**src/rtl/multiplier_arbiter.sv**
```systemverilog
`default_nettype none
// ============================================================================
// Module   : array_multiplier
// Purpose  : Unsigned combinational array multiplier. Each bit of the
//            multiplier gates a shifted copy of the multiplicand; the rows
//            are accumulated into a full 2*WIDTH-bit product.
// Ports    : i_a       in   WIDTH     multiplicand
//            i_b       in   WIDTH     multiplier
//            o_product out  2*WIDTH   unsigned product, never truncated
// Revision : 1.0  initial release
// ============================================================================
module array_multiplier #(
    parameter int WIDTH = 4
) (
    input  logic [WIDTH-1:0]   i_a,
    input  logic [WIDTH-1:0]   i_b,
    output logic [2*WIDTH-1:0] o_product
);

    logic [2*WIDTH-1:0] w_pp  [WIDTH];
    logic [2*WIDTH-1:0] w_acc [WIDTH+1];

    assign w_acc[0] = '0;

    for (genvar i = 0; i < WIDTH; i++) begin : g_row
        assign w_pp[i]    = i_b[i] ? ({{WIDTH{1'b0}}, i_a} << i) : '0;
        assign w_acc[i+1] = w_acc[i] + w_pp[i];
    end

    assign o_product = w_acc[WIDTH];

endmodule

// ============================================================================
// Module   : multiplier_arbiter
// Purpose  : Shares one array_multiplier between NUM_REQ requesters using a
//            round-robin grant. One operand pair is accepted per cycle and the
//            product is registered together with the id of its requester.
// Ports    : clk_i          in   1               clock, rising edge
//            rst_i          in   1               synchronous active-high reset
//            req_valid_i    in   NUM_REQ         requester n has a pair pending
//            req_ready_o    out  NUM_REQ         one-hot grant this cycle
//            req_a_i        in   NUM_REQ*WIDTH   multiplicands, n at [n*WIDTH +: WIDTH]
//            req_b_i        in   NUM_REQ*WIDTH   multipliers, same packing
//            rsp_valid_o    out  1               result register holds a result
//            rsp_ready_i    in   1               consumer takes the result
//            rsp_id_o       out  IDW             requester that produced the result
//            rsp_product_o  out  2*WIDTH         unsigned product
// Revision : 1.0  initial release
// ============================================================================
module multiplier_arbiter #(
    parameter int WIDTH   = 4,
    parameter int NUM_REQ = 3,
    parameter int IDW     = $clog2(NUM_REQ)
) (
    input  logic                     clk_i,
    input  logic                     rst_i,
    input  logic [NUM_REQ-1:0]       req_valid_i,
    output logic [NUM_REQ-1:0]       req_ready_o,
    input  logic [NUM_REQ*WIDTH-1:0] req_a_i,
    input  logic [NUM_REQ*WIDTH-1:0] req_b_i,
    output logic                     rsp_valid_o,
    input  logic                     rsp_ready_i,
    output logic [IDW-1:0]           rsp_id_o,
    output logic [2*WIDTH-1:0]       rsp_product_o
);

    localparam logic [0:0] S_EMPTY = 1'b0;
    localparam logic [0:0] S_FULL  = 1'b1;

    logic [0:0]         r_state_q,   w_state_d;
    logic [IDW-1:0]     r_ptr_q,     w_ptr_d;
    logic [IDW-1:0]     r_id_q,      w_id_d;
    logic [2*WIDTH-1:0] r_product_q, w_product_d;

    logic               w_can_accept;
    logic               w_gnt_found;
    logic [IDW-1:0]     w_gnt_id;
    logic [NUM_REQ-1:0] w_grant;
    logic [IDW:0]       w_sum_idx;
    logic [IDW-1:0]     w_idx;
    logic [WIDTH-1:0]   w_a;
    logic [WIDTH-1:0]   w_b;
    logic [2*WIDTH-1:0] w_product;

    // A full register may be drained and refilled in the same cycle.
    assign w_can_accept = (r_state_q == S_EMPTY) || rsp_ready_i;

    // Round-robin search starting at the pointer; the first valid requester
    // found wins. No grant is issued while reset is asserted.
    always_comb begin
        w_grant     = '0;
        w_gnt_found = 1'b0;
        w_gnt_id    = '0;
        w_sum_idx   = '0;
        w_idx       = '0;
        if (w_can_accept && !rst_i) begin
            for (int k = 0; k < NUM_REQ; k++) begin
                w_sum_idx = {1'b0, r_ptr_q} + (IDW+1)'(k);
                if (w_sum_idx >= (IDW+1)'(NUM_REQ)) begin
                    w_sum_idx = w_sum_idx - (IDW+1)'(NUM_REQ);
                end
                w_idx = w_sum_idx[IDW-1:0];
                if (!w_gnt_found && req_valid_i[w_idx]) begin
                    w_gnt_found = 1'b1;
                    w_gnt_id    = w_idx;
                end
            end
            if (w_gnt_found) begin
                w_grant[w_gnt_id] = 1'b1;
            end
        end
    end

    // Operand mux feeding the single shared multiplier.
    always_comb begin
        w_a = '0;
        w_b = '0;
        for (int n = 0; n < NUM_REQ; n++) begin
            if (w_gnt_id == IDW'(n)) begin
                w_a = req_a_i[n*WIDTH +: WIDTH];
                w_b = req_b_i[n*WIDTH +: WIDTH];
            end
        end
    end

    array_multiplier #(
        .WIDTH (WIDTH)
    ) u_mult (
        .i_a       (w_a),
        .i_b       (w_b),
        .o_product (w_product)
    );

    always_comb begin
        w_state_d   = r_state_q;
        w_ptr_d     = r_ptr_q;
        w_id_d      = r_id_q;
        w_product_d = r_product_q;
        if (w_gnt_found) begin
            w_state_d   = S_FULL;
            w_id_d      = w_gnt_id;
            w_product_d = w_product;
            w_ptr_d     = (w_gnt_id == IDW'(NUM_REQ-1)) ? '0 : w_gnt_id + 1'b1;
        end else if ((r_state_q == S_FULL) && rsp_ready_i) begin
            w_state_d = S_EMPTY;
        end
    end

    always_ff @(posedge clk_i) begin
        if (rst_i) begin
            r_state_q   <= S_EMPTY;
            r_ptr_q     <= '0;
            r_id_q      <= '0;
            r_product_q <= '0;
        end else begin
            r_state_q   <= w_state_d;
            r_ptr_q     <= w_ptr_d;
            r_id_q      <= w_id_d;
            r_product_q <= w_product_d;
        end
    end

    assign req_ready_o   = w_grant;
    assign rsp_valid_o   = (r_state_q == S_FULL);
    assign rsp_id_o      = r_id_q;
    assign rsp_product_o = r_product_q;

endmodule
`default_nettype wire
```
**config.mk**
```make
export PLATFORM = sky130hd
export DESIGN_NAME = multiplier_arbiter
export DESIGN_NICKNAME = d
export VERILOG_FILES = /design/src/rtl/multiplier_arbiter.sv
export SDC_FILE = /design/constraint.sdc
export NUM_CORES = 1
export LEC_CHECK = 0
export CAP_MARGIN = 20
export CORE_UTILIZATION = 40
export CTS_CLUSTER_DIAMETER = 60
export DETAILED_ROUTE_END_ITERATION = 16
export HOLD_SLACK_MARGIN = 0.05
export PLACE_DENSITY = 0.81
export SYNTH_ARGS = -nofsm -noshare
export SYNTH_HDL_FRONTEND = slang
export SYNTH_HIERARCHICAL = 1
export SYNTH_SLANG_ARGS = --single-unit
```
**constraint.sdc**
```tcl
create_clock -name clk_i -period 4.9 [get_ports clk_i]
set_input_delay 0.49 -clock clk_i [delete_from_list [all_inputs] [get_ports clk_i]]
set_output_delay 0.49 -clock clk_i [all_outputs]
set_load 0.02 [all_outputs]
```
### After elaboration in Yosys (flattened, before gate mapping)

Index checks and enable logic that the tools add are counted.

| operators by class | value |
|---|---|
| mux-type cells | 41 |
| add/subtract/negate cells | 9 |
| $lt $le $gt $ge | 8 |
| eq/ne operators | 2 |
| bitwise gates (word level) | 1 |
| reductions and logical operators | 11 |

Operator list:

| cell | count |
|---|---|
| 4-bit two-way mux | 7 |
| 2-bit two-way mux | 12 |
| 1-bit two-way mux | 13 |
| 2-bit by 3-bit less-than comparator with 1-bit output, second input constant | 4 |
| 8-bit by 6-bit adder with 8-bit output | 1 |
| 8-bit by 7-bit adder with 8-bit output | 1 |
| 8-bit adder | 1 |
| 7-bit two-way mux | 1 |
| 1-bit binary-select mux with 2-bit select | 3 |
| 3-bit by 2-bit greater-or-equal comparator with 1-bit output, second input constant | 2 |
| 3-bit two-way mux | 2 |
| 6-bit two-way mux | 1 |
| 2-bit subtractor, second input constant | 3 |
| 1-bit logical AND | 5 |
| 5-bit two-way mux | 1 |
| 2-bit by 1-bit adder with 3-bit output, second input constant | 1 |
| 2-bit by 2-bit adder with 3-bit output, second input constant | 1 |
| 1-bit zero test | 3 |
| 2-bit by 1-bit adder with 2-bit output, second input constant | 1 |
| 1-bit demux with 2-bit select | 1 |
| 2-bit by 1-bit equality test with 1-bit output, second input constant | 1 |
| 2-bit equality test, second input constant | 1 |
| 2-bit by 1-bit greater-or-equal comparator with 1-bit output, second input constant | 1 |
| 2-bit greater-or-equal comparator, second input constant | 1 |
| other kinds (4) | 4 |

| word-level totals | value |
|---|---|
| output and inout bits | 14 |
| word-level logic and storage cells | 76 |
| bits of input ports | 30 |
| bits in registers | 13 |

### Depth between registers and ports, before layout

Gate-level depths: netlist of run 1.

| depth | value |
|---|---|
| depth after elaboration | 25 |
| depth in mapped cells | 21 |
| depth with buffers taken out | 19 |

### Hierarchy

Netlist of run 1, hierarchy kept.

By module, submodules not included:

| module | seq. area each (µm²) | area an instance (µm²) | cells an instance | instances |
|---|---|---|---|---|
| multiplier_arbiter | 260.2 | 1024.7 | 125 | 1 |
| array_multiplier | 0.0 | 402.9 | 46 | 1 |

### Worst setup path before layout of run 1

OpenSTA, ideal clock, no wires.

| timing | value |
|---|---|
| kind | register to register |
| from | register r_ptr_q[1] |
| to | register r_product_q[7] (netlist: rsp_product_o[7]) |
| required time | 4.783 ns |
| library setup time | 0.117 ns |
| arrival | 4.111 ns |
| stages on the path, launching flop included | 20 |
| buffers on the path | 1 |
| path slack | 0.672 ns |
| cell sequence | dfxtp_1 -> inv_1 -> ha_1 -> buf_6 -> mux2i_4 -> o21ai_4 -> o31a_1 -> o21ai_2 -> a221o_1 -> nand2_1 -> fa_1 -> inv_1 -> ha_1 -> fa_1 -> ha_1 -> fa_1 -> a21o_1 -> a21o_1 -> inv_1 -> o21ai_1 |

RTL lines:

| what | RTL line | source |
|---|---|---|
| from (decl) | 72 | `logic [IDW-1:0] r_ptr_q, w_ptr_d;` |
| from (signal assigned) | 158 | `r_ptr_q <= w_ptr_d;` |
| branches (longest 13 deep; another with 2-bit by 1-bit adder with 3-bit output) | - |  |
| 2-bit two-way mux * | 104 | `if (!w_gnt_found && req_valid_i[w_idx]) begin` |
| 2-bit two-way mux * (2 in series) | 97 | `if (w_can_accept && !rst_i) begin` |
| 2-bit zero test | 120 | `if (w_gnt_id == IDW'(n)) begin` |
| 4-bit two-way mux (2 in series) | 120 |  |
| 4-bit two-way mux * | 120 |  |
| named net w_b[2] | 83 | `logic [WIDTH-1:0] w_b;` |
| 6-bit two-way mux * | 26 | `assign w_pp[i] = i_b[i] ? ({{WIDTH{1'b0}}, i_a} << i) : '0;` |
| 8-bit by 6-bit adder with 8-bit output * | 27 | `assign w_acc[i+1] = w_acc[i] + w_pp[i];` |
| 8-bit by 7-bit adder with 8-bit output * | 27 |  |
| named net w_product[7] | 84 | `logic [2*WIDTH-1:0] w_product;` |
| to (signal assigned) | 160 | `r_product_q <= w_product_d;` |
| to (decl) | 74 | `logic [2*WIDTH-1:0] r_product_q, w_product_d;` |

Mark *: on every way through the listed nets, which the timed path passes. The select of a mux whose other input is x is not followed.
A chain may end at the register's enable or synchronous reset.

### Worst setup path in the final report of run 1

Same ends and word-level chain as after synthesis.

==> key figures, run 1 <==
Finish
  • Layout cells sized above 1: 0.0986
  • Nets: 262
  • Final Non-Filler Cells: 259
  • Design area: 1930 µm²
  • Fillcell total: 298
  • Synth-to-Final Area Change: 35.4%
  • Antenna cell count: 0

Setup path
  • Worst Path Arrival: 4.72 ns
  • Top cell family by delay on the critical path: adder cells
  • Worst Path Buf+Inv: 3
  • Slowest stage cell, crit path: fa_1
  • Critical path cell sequence: inv_1 -> ha_2 -> mux2i_4 -> o21ai_4 -> o31a_1 -> o21ai_4 -> a221o_1 -> nand2_1 -> fa_1 -> inv_1 -> ha_1 -> fa_1 -> ha_1 -> fa_1 -> a21o_1 -> a21o_1 -> inv_1 -> o21ai_1
  • Max incr delay on CP: 0.53 ns
  • CP Max Fanout: 9
  • R2R Setup Slk: 0.33 ns
  • WP data required: 5.05 ns
  • CP Capture Type: register
  • Critical path startpoint category: register
  • Setup CP Type: register to register

Timing
  • Slew Limit Fails: 0
  • Slew headroom: 0.527
  • RSZ-0062 raised after global routing: false
  • Min Clock Period, post-route: 4.57 ns
  • Period utilization: 0.932
  • Setup TNS: 0 ns
  • Final setup viols: 0
  • Achievable Freq: 0.219 GHz
  • Final Hold Viols: 0
  • Fin Clk Skew: 0.00349 ns
  • Worst-Margin Slew: 0.710 ns

Die
  • Row count: 21
  • Core area: 3390 µm²
  • Die Height: 61.7 µm
  • Initial core utilization: 0.421
  • I/O pin total: 44
  • Die Footprint: 3810 µm²
  • Die W: 61.7 µm

Clock tree
  • Root Buffer: clkbuf_4
  • CTS sink cnt: 13
  • Worst-Skew Late Latency: 0.28 ns
  • Clock buffer depth: 2
  • CTS Buf Count: 3
  • H-Tree Depth: 1
  • CTS Hold Bufs: 0
  • CTS tree: yes
  • Clk slew on worst S/H paths: 0.08 ns

Routing
  • Starting DRT DRC Count: 43
  • WL per Instance: 12.1 µm
  • TritonRoute pass-1 iters: 4
  • Post-detailed-route count of antenna-violating nets: 0
  • Routed Wire Length: 3130 µm
  • Vias per cell: 5.14
  • # DRC: 0
  • Via count: 1332

GRT
  • Antenna violations before repair: 0
  • Largest net degree at the start of global routing: 23
  • Global-route wire length before repair: 5190 µm
  • Grt total ovfl: 0
  • Vias in the first global route: 1224
  • Total GRT Usage: 0.182

Logic synthesis
  • Post-synthesis sequential area ratio: 0.182
  • Synth Warn #: 6
  • Top_reg_cell synth: dfxtp_1
  • Async SR Flop Fraction: 0
  • Synth top area cells: dfxtp_1, ha_1, and2_1, a221o_1, fa_1
  • Post-synth top area cell: dfxtp_1
  • Synthesized instance count: 171
  • Post-synth top area share: 0.182
  • Syn Area/Cell: 8.35 µm²
  • Yosys reg bits: 13
  • Mapped Nets: 219
  • EDFF count, synth: 0
  • Yosys cell types: 39
  • Post-synthesis instance area: 1430 µm²
  • Most used standard cell by instance count after synthesis: and2_1
  • Post-synth top cells: and2_1, inv_1, nand2_1

Job
  • Max Cap Viol: 0

Placed design
  • Global placer's final weighted congestion: 0.845
  • HPWL Detailed: 2490 µm
  • Placed insts: 255
  • Buffers on Ports: 43
  • Cell Area, Placed: 1890 µm²

Power and ir drop
  • Power Dens Cells: 577 nW/µm²
  • Worst vdd ir: 0.000249 V
  • Lkg Pwr: 0.859 nW

Run status
  • Status: complete, no violations

Worst hold path
  • Worst hold path class: register to register
[kinds of logic (layout without fill, tap and decap cells)]
| logic type | Yosys count | in the layout | synth area share |
|---|---|---|---|
| simple gates | 65 | 65 | 0.256 |
| compound gates | 43 | 43 | 0.253 |
| buf+inv | 27 | 69 | 0.0894 |
| fa+ha+maj | 18 | 18 | 0.179 |
| flops | 13 | 13 | 0.182 |
| xor+xnor | 4 | 4 | 0.0245 |
| mux | 1 | 1 | 0.0158 |
[cell usage in the layout (no fill, tap or decap), drive strengths merged]
cell type	n
mux2i	1
a21o	8
a22o	2
clkbuf	4
nor3	10
o31ai	2
o22ai	1
o31a	1
xnor2	2
o221ai	1
xor2	2
nand3b	9
clkdlybuf4s50	43
nor2	1
a221o	8
a21bo	1
a32oi	1
inv	18
nor2b	4
nand2b	3
fa	4
a221oi	1
buf	4
nand2	17
o21ai	12
and3	1
a21oi	3
a2111oi	1
dfxtp	13
and2	20
a211oi	1
ha	14
[through the flow]
stage | util | total power, W | setup slack, ns | hold slack [ns]
2_1_floorplan | - | 0.000815 | 0.672 | 0.480
3_3_place_gp | 0.556 | 0.00100 | 0.111 | 0.468
3_5_place_dp | 0.556 | 0.00102 | 0.0390 | 0.471
4_1_cts | 0.564 | 0.00110 | 0.142 | 0.485
5_1_grt | 0.570 | 0.00122 | 0.0243 | 0.504
6_report | 0.570 | 0.00111 | 0.332 | 0.484
[state kept, by name, summed over array words and instances, names as in the netlist]
| signal | cells |
|---|---|
| rsp_valid_o | 1 |
| r_ptr_q | 2 |
| rsp_id_o | 2 |
| rsp_product_o | 8 |
[routing by layer]
layer | share of wire | global-route usage | up-vias
met5 | 0 | 0 | -
met4 | 0.014 | 0.0762 | 0
met3 | 0.063 | 0.0290 | 4
met2 | 0.46 | 0.292 | 42
met1 | 0.46 | 0.242 | 606
li1 | - | - | 680
[where the power goes]
part / switching (W) / leakage (nW) / total (W) / internal [W]
clock: 0.0000360 / 0.0150 / 0.0000676 / 0.0000316
combinational: 0.000479 / 0.736 / 0.000875 / 0.000396
sequential: 0.0000236 / 0.107 / 0.000171 / 0.000148
total: 0.000539 / 0.859 / 0.00111 / 0.000575
[final cells by class]
type | count | area [µm²] | share of cell area
Multi-Input combinational cell | 131 | 1060 | 0.549
Timing Repair Buffer | 47 | 460 | 0.238
Sequential cell | 13 | 260 | 0.135
Inverter | 18 | 67.6 | 0.0350
Tap cell | 46 | 57.6 | 0.0298
Clock buffer | 4 | 26.3 | 0.0136
[path summary, 6_finish.rpt]
path                                 start                       endpoint  cells past startpoint
min          rsp_product_o[7]$_SDFFE_PP0P_  rsp_product_o[7]$_SDFFE_PP0P_                      2
min reg2reg  rsp_product_o[7]$_SDFFE_PP0P_  rsp_product_o[7]$_SDFFE_PP0P_                      2
max                r_ptr_q[1]$_SDFFE_PP0P_  rsp_product_o[7]$_SDFFE_PP0P_                     18
max reg2reg        r_ptr_q[1]$_SDFFE_PP0P_  rsp_product_o[7]$_SDFFE_PP0P_                     18
[what timing repair did]
item / CTS / global route
endpoints found under the hold margin: 0 / 0
resized for setup: 0 / 5
setup endpoints to repair: 0 / 2
setup buffers: 0 / 0
[worst register-to-register path, delay by kind of cell, from the launching register on]
| kind | cells | cell delay, ns |
|---|---|---|
| adder cells (fa/ha/maj) | 6 | 2.12 |
| multiplexers | 1 | 0.29 |
| buffers and inverters | 3 | 0.16 |
| flip-flops | 1 | 0.35 |
| AO/OA/AOI/OAI | 7 | 1.44 |
| AND/OR/NAND/NOR | 1 | 0.09 |
(Power assumes the default switching activity.)
==> run 2: changes to the inputs <==
Settings changed: CAP_MARGIN 20 to default.
==> results of run 2 <==
No change in the layout: final DEF, timing and power equal those of run 1.
==> run 3: changes to the inputs <==
Settings changed: CELL_PAD_IN_SITES_DETAIL_PLACEMENT from default to 0, CELL_PAD_IN_SITES_GLOBAL_PLACEMENT from default to 1, CORE_UTILIZATION 40 to 34, PLACE_DENSITY 0.81 to 0.91.
==> run 3 against run 2 <==
  * Clock-buffer cell count unchanged
  * Worst setup slack worse by 0.034 ns
  * Global-route usage down 2.8 points
  * Maximum frequency down 0.75%
  * Flip-flop and latch count unchanged
  * First-iteration DRC count up 35%
  * Die area up 17%
  * Wire length up 0.22%
  * Sequential share of layout area down 0.15 points
  * Via count down 1.1%
  * Hold slack worse by 0.0033 ns
==> key figures, run 3 (synthesis results as in run 1) <==
Clock tree
  • CTS Buf Count: 3 (unchanged)
  • CTS tree: yes (unchanged)
  • CTS sink cnt: 13 (unchanged)
  • Worst-Skew Late Latency: 0.24 ns (was 0.28 ns)
  • Clk slew on worst S/H paths: 0.05 ns (was 0.08 ns)
  • Clock buffer depth: 2 (unchanged)
  • Root Buffer: clkbuf_8 (was clkbuf_4)
  • H-Tree Depth: 1 (unchanged)

Routing
  • Vias per cell: 4.99 (was 5.14)
  • Routed Wire Length: 3140 µm (was 3130 µm)
  • Post-detailed-route count of antenna-violating nets: 0 (unchanged)
  • # DRC: 0 (unchanged)
  • TritonRoute pass-1 iters: 4 (unchanged)
  • Via count: 1318 (was 1332)
  • WL per Instance: 11.9 µm (was 12.1 µm)
  • Starting DRT DRC Count: 58 (was 43)

Timing
  • Final Hold Viols: 0 (unchanged)
  • Period utilization: 0.939 (was 0.932)
  • Setup TNS: 0 ns (unchanged)
  • Fin Clk Skew: 0.00407 ns (was 0.00349 ns)
  • Setup slack after layout: 0.298 ns (was 0.332 ns)
  • Achievable Freq: 0.217 GHz (was 0.219 GHz)
  • Slew headroom: 0.548 (was 0.527)
  • Min Hold Slack: 0.480 ns (was 0.484 ns)
  • Worst-Margin Slew: 0.678 ns (was 0.710 ns)
  • Min Clock Period, post-route: 4.60 ns (was 4.57 ns)
  • Final setup viols: 0 (unchanged)
  • RSZ-0062 raised after global routing: false (unchanged)
  • Slew Limit Fails: 0 (unchanged)

Die
  • Initial core utilization: 0.354 (was 0.421)
  • Core area: 4030 µm² (was 3390 µm²)
  • I/O pin total: 44 (unchanged)
  • Row count: 23 (was 21)
  • Die W: 66.8 µm (was 61.7 µm)
  • Die Height: 66.8 µm (was 61.7 µm)
  • Die Footprint: 4460 µm² (was 3810 µm²)

Power and ir drop
  • Worst vdd ir: 0.000172 V (was 0.000249 V)
  • Power Dens Cells: 576 nW/µm² (was 577 nW/µm²)
  • Lkg Pwr: 0.873 nW (was 0.859 nW)

Setup path
  • Critical path startpoint category: input pin (was register)
  • WP data required: 5.01 ns (was 5.05 ns)
  • Worst Path Arrival: 4.71 ns (was 4.72 ns)
  • Most used cell along the critical path: fa_1
  • Setup CP Type: input pin to register (was register to register)
  • Slowest stage cell, crit path: clkdlybuf4s50_1 (was fa_1)
  • Critical path cell sequence: clkdlybuf4s50_1 -> nand2_1 -> a2111oi_2 -> o31ai_1 -> buf_4 -> nor3_1 -> a221o_1 -> nand2_1 -> fa_1 -> inv_1 -> ha_1 -> fa_1 -> ha_1 -> fa_1 -> a21o_1 -> a21o_1 -> inv_1 -> o21ai_1 (was inv_1 -> ha_2 -> mux2i_4 -> o21ai_4 -> o31a_1 -> o21ai_4 -> a221o_1 -> nand2_1 -> fa_1 -> inv_1 -> ha_1 -> fa_1 -> ha_1 -> fa_1 -> a21o_1 -> a21o_1 -> inv_1 -> o21ai_1)
  • Max incr delay on CP: 0.60 ns (was 0.53 ns)
  • Worst Path Buf+Inv: 4 (was 3)
  • CP Capture Type: register (unchanged)
  • Top cell family by delay on the critical path: adder cells (unchanged)
  • CP Max Fanout: 10 (was 9)

Finish
  • Design area: 1950 µm² (was 1930 µm²)
  • Layout cells sized above 1: 0.0935 (was 0.0986)
  • Commonest non-fill, non-tap cell in the layout: clkdlybuf4s50_1 (unchanged)
  • Reg area: 260 µm² (unchanged)
  • Largest register FFs: 8 (unchanged)
  • Nets: 263 (was 262)
  • Post-layout util: 0.485 (was 0.570)
  • Fillcell total: 402 (was 298)
  • Most frequent cells in the layout: clkdlybuf4s50_1, and2_1, inv_1, nand2_1 (was clkdlybuf4s50_1, and2_1, inv_1, nand2_1, dfxtp_1)
  • Multi-input logic area: 1050 µm² (was 1060 µm²)
  • Antenna cell count: 0 (unchanged)
  • Synth-to-Final Area Change: 36.9% (was 35.4%)

Placed design
  • Buffers on Ports: 43 (unchanged)
  • Cell Area, Placed: 1890 µm² (about the same)
  • DP Worst Slack: 0.0272 ns (was 0.0390 ns)
  • Global placer's final weighted congestion: 0.810 (was 0.845)
  • HPWL Detailed: 2580 µm (was 2490 µm)

Run status
  • Status: complete, no violations (unchanged)

GRT
  • Antenna violations before repair: 0 (unchanged)
  • Vias in the first global route: 1247 (was 1224)
  • Global-route wire length before repair: 5420 µm (was 5190 µm)
  • Total GRT Usage: 0.154 (was 0.182)
  • Largest net degree at the start of global routing: 23 (unchanged)
  • Grt total ovfl: 0 (unchanged)

Job
  • Max Cap Viol: 0 (unchanged)

Worst hold path
  • Worst hold path class: register to register (unchanged)
==> run 3: cell types whose count changed in the layout (fill, tap and decap cells not counted) <==
cell,before,now
clkbuf_8,0,3
ha_2,2,1
ha_1,12,13
clkbuf_4,3,0
buf_4,4,5
xor2_2,1,0
xor2_1,1,2
==> run 3: what timing repair did <==
| action | 4_1_cts | 5_1_grt |
|---|---|---|
| buffers inserted | 0 | 1 |
| hold buffers | 0 | 0 |
| endpoints found under the setup margin | 0 | 3 |
| gates resized for setup | 0 | 3 |
==> run 3: layer usage <==
layer | wire [µm] | GRT usage
met5 | 0 | 0
met3 | 124 | 0.0103
met1 | 1560 | 0.211
met2 | 1430 | 0.254
met4 | 32 | 0.0479
==> run 3: layout make-up <==
type	instances	share of cell area
inverters	18	0.0346
clock buffers	4	0.0230
repair buffers	48	0.239
multi-input cells	131	0.538
flip-flops and latches	13	0.133
well taps	50	0.0320
==> run 3: where the power goes <==
group | internal, W | switching, W | total [W]
logic | 0.000390 | 0.000468 | 0.000857
clock network | 0.0000574 | 0.0000377 | 0.0000951
registers | 0.000148 | 0.0000250 | 0.000173
total | 0.000595 | 0.000530 | 0.00113
==> run 3: worst min-delay path, stage by stage (launching register included) <==
cell and delay, ns:
dfxtp_1 0.31, nand3b_1 0.07, o21ai_1 0.05
==> run 3: final timing paths <==
| check | from | endpoint | slack (ns) | cells after the start |
|---|---|---|---|---|
| worst max-delay path | req_valid_i[1] | rsp_product_o[7]$_SDFFE_PP0P_ | 0.30 | 18 |
| worst min-delay path | rsp_product_o[5]$_SDFFE_PP0P_ | rsp_product_o[5]$_SDFFE_PP0P_ | 0.48 | 2 |
| worst max register to register | r_ptr_q[1]$_SDFFE_PP0P_ | rsp_product_o[7]$_SDFFE_PP0P_ | 0.34 | 18 |
| worst min register to register | rsp_product_o[5]$_SDFFE_PP0P_ | rsp_product_o[5]$_SDFFE_PP0P_ | 0.48 | 2 |
==> run 3: through the flow <==
stage / total power, W / std cells
6_report: 0.00113 / 264
5_1_grt: 0.00125 / 264
4_1_cts: 0.00112 / 263
3_5_place_dp: 0.00102 / 259
3_3_place_gp: 0.00101 / 259
2_1_floorplan: 0.000815 / 171
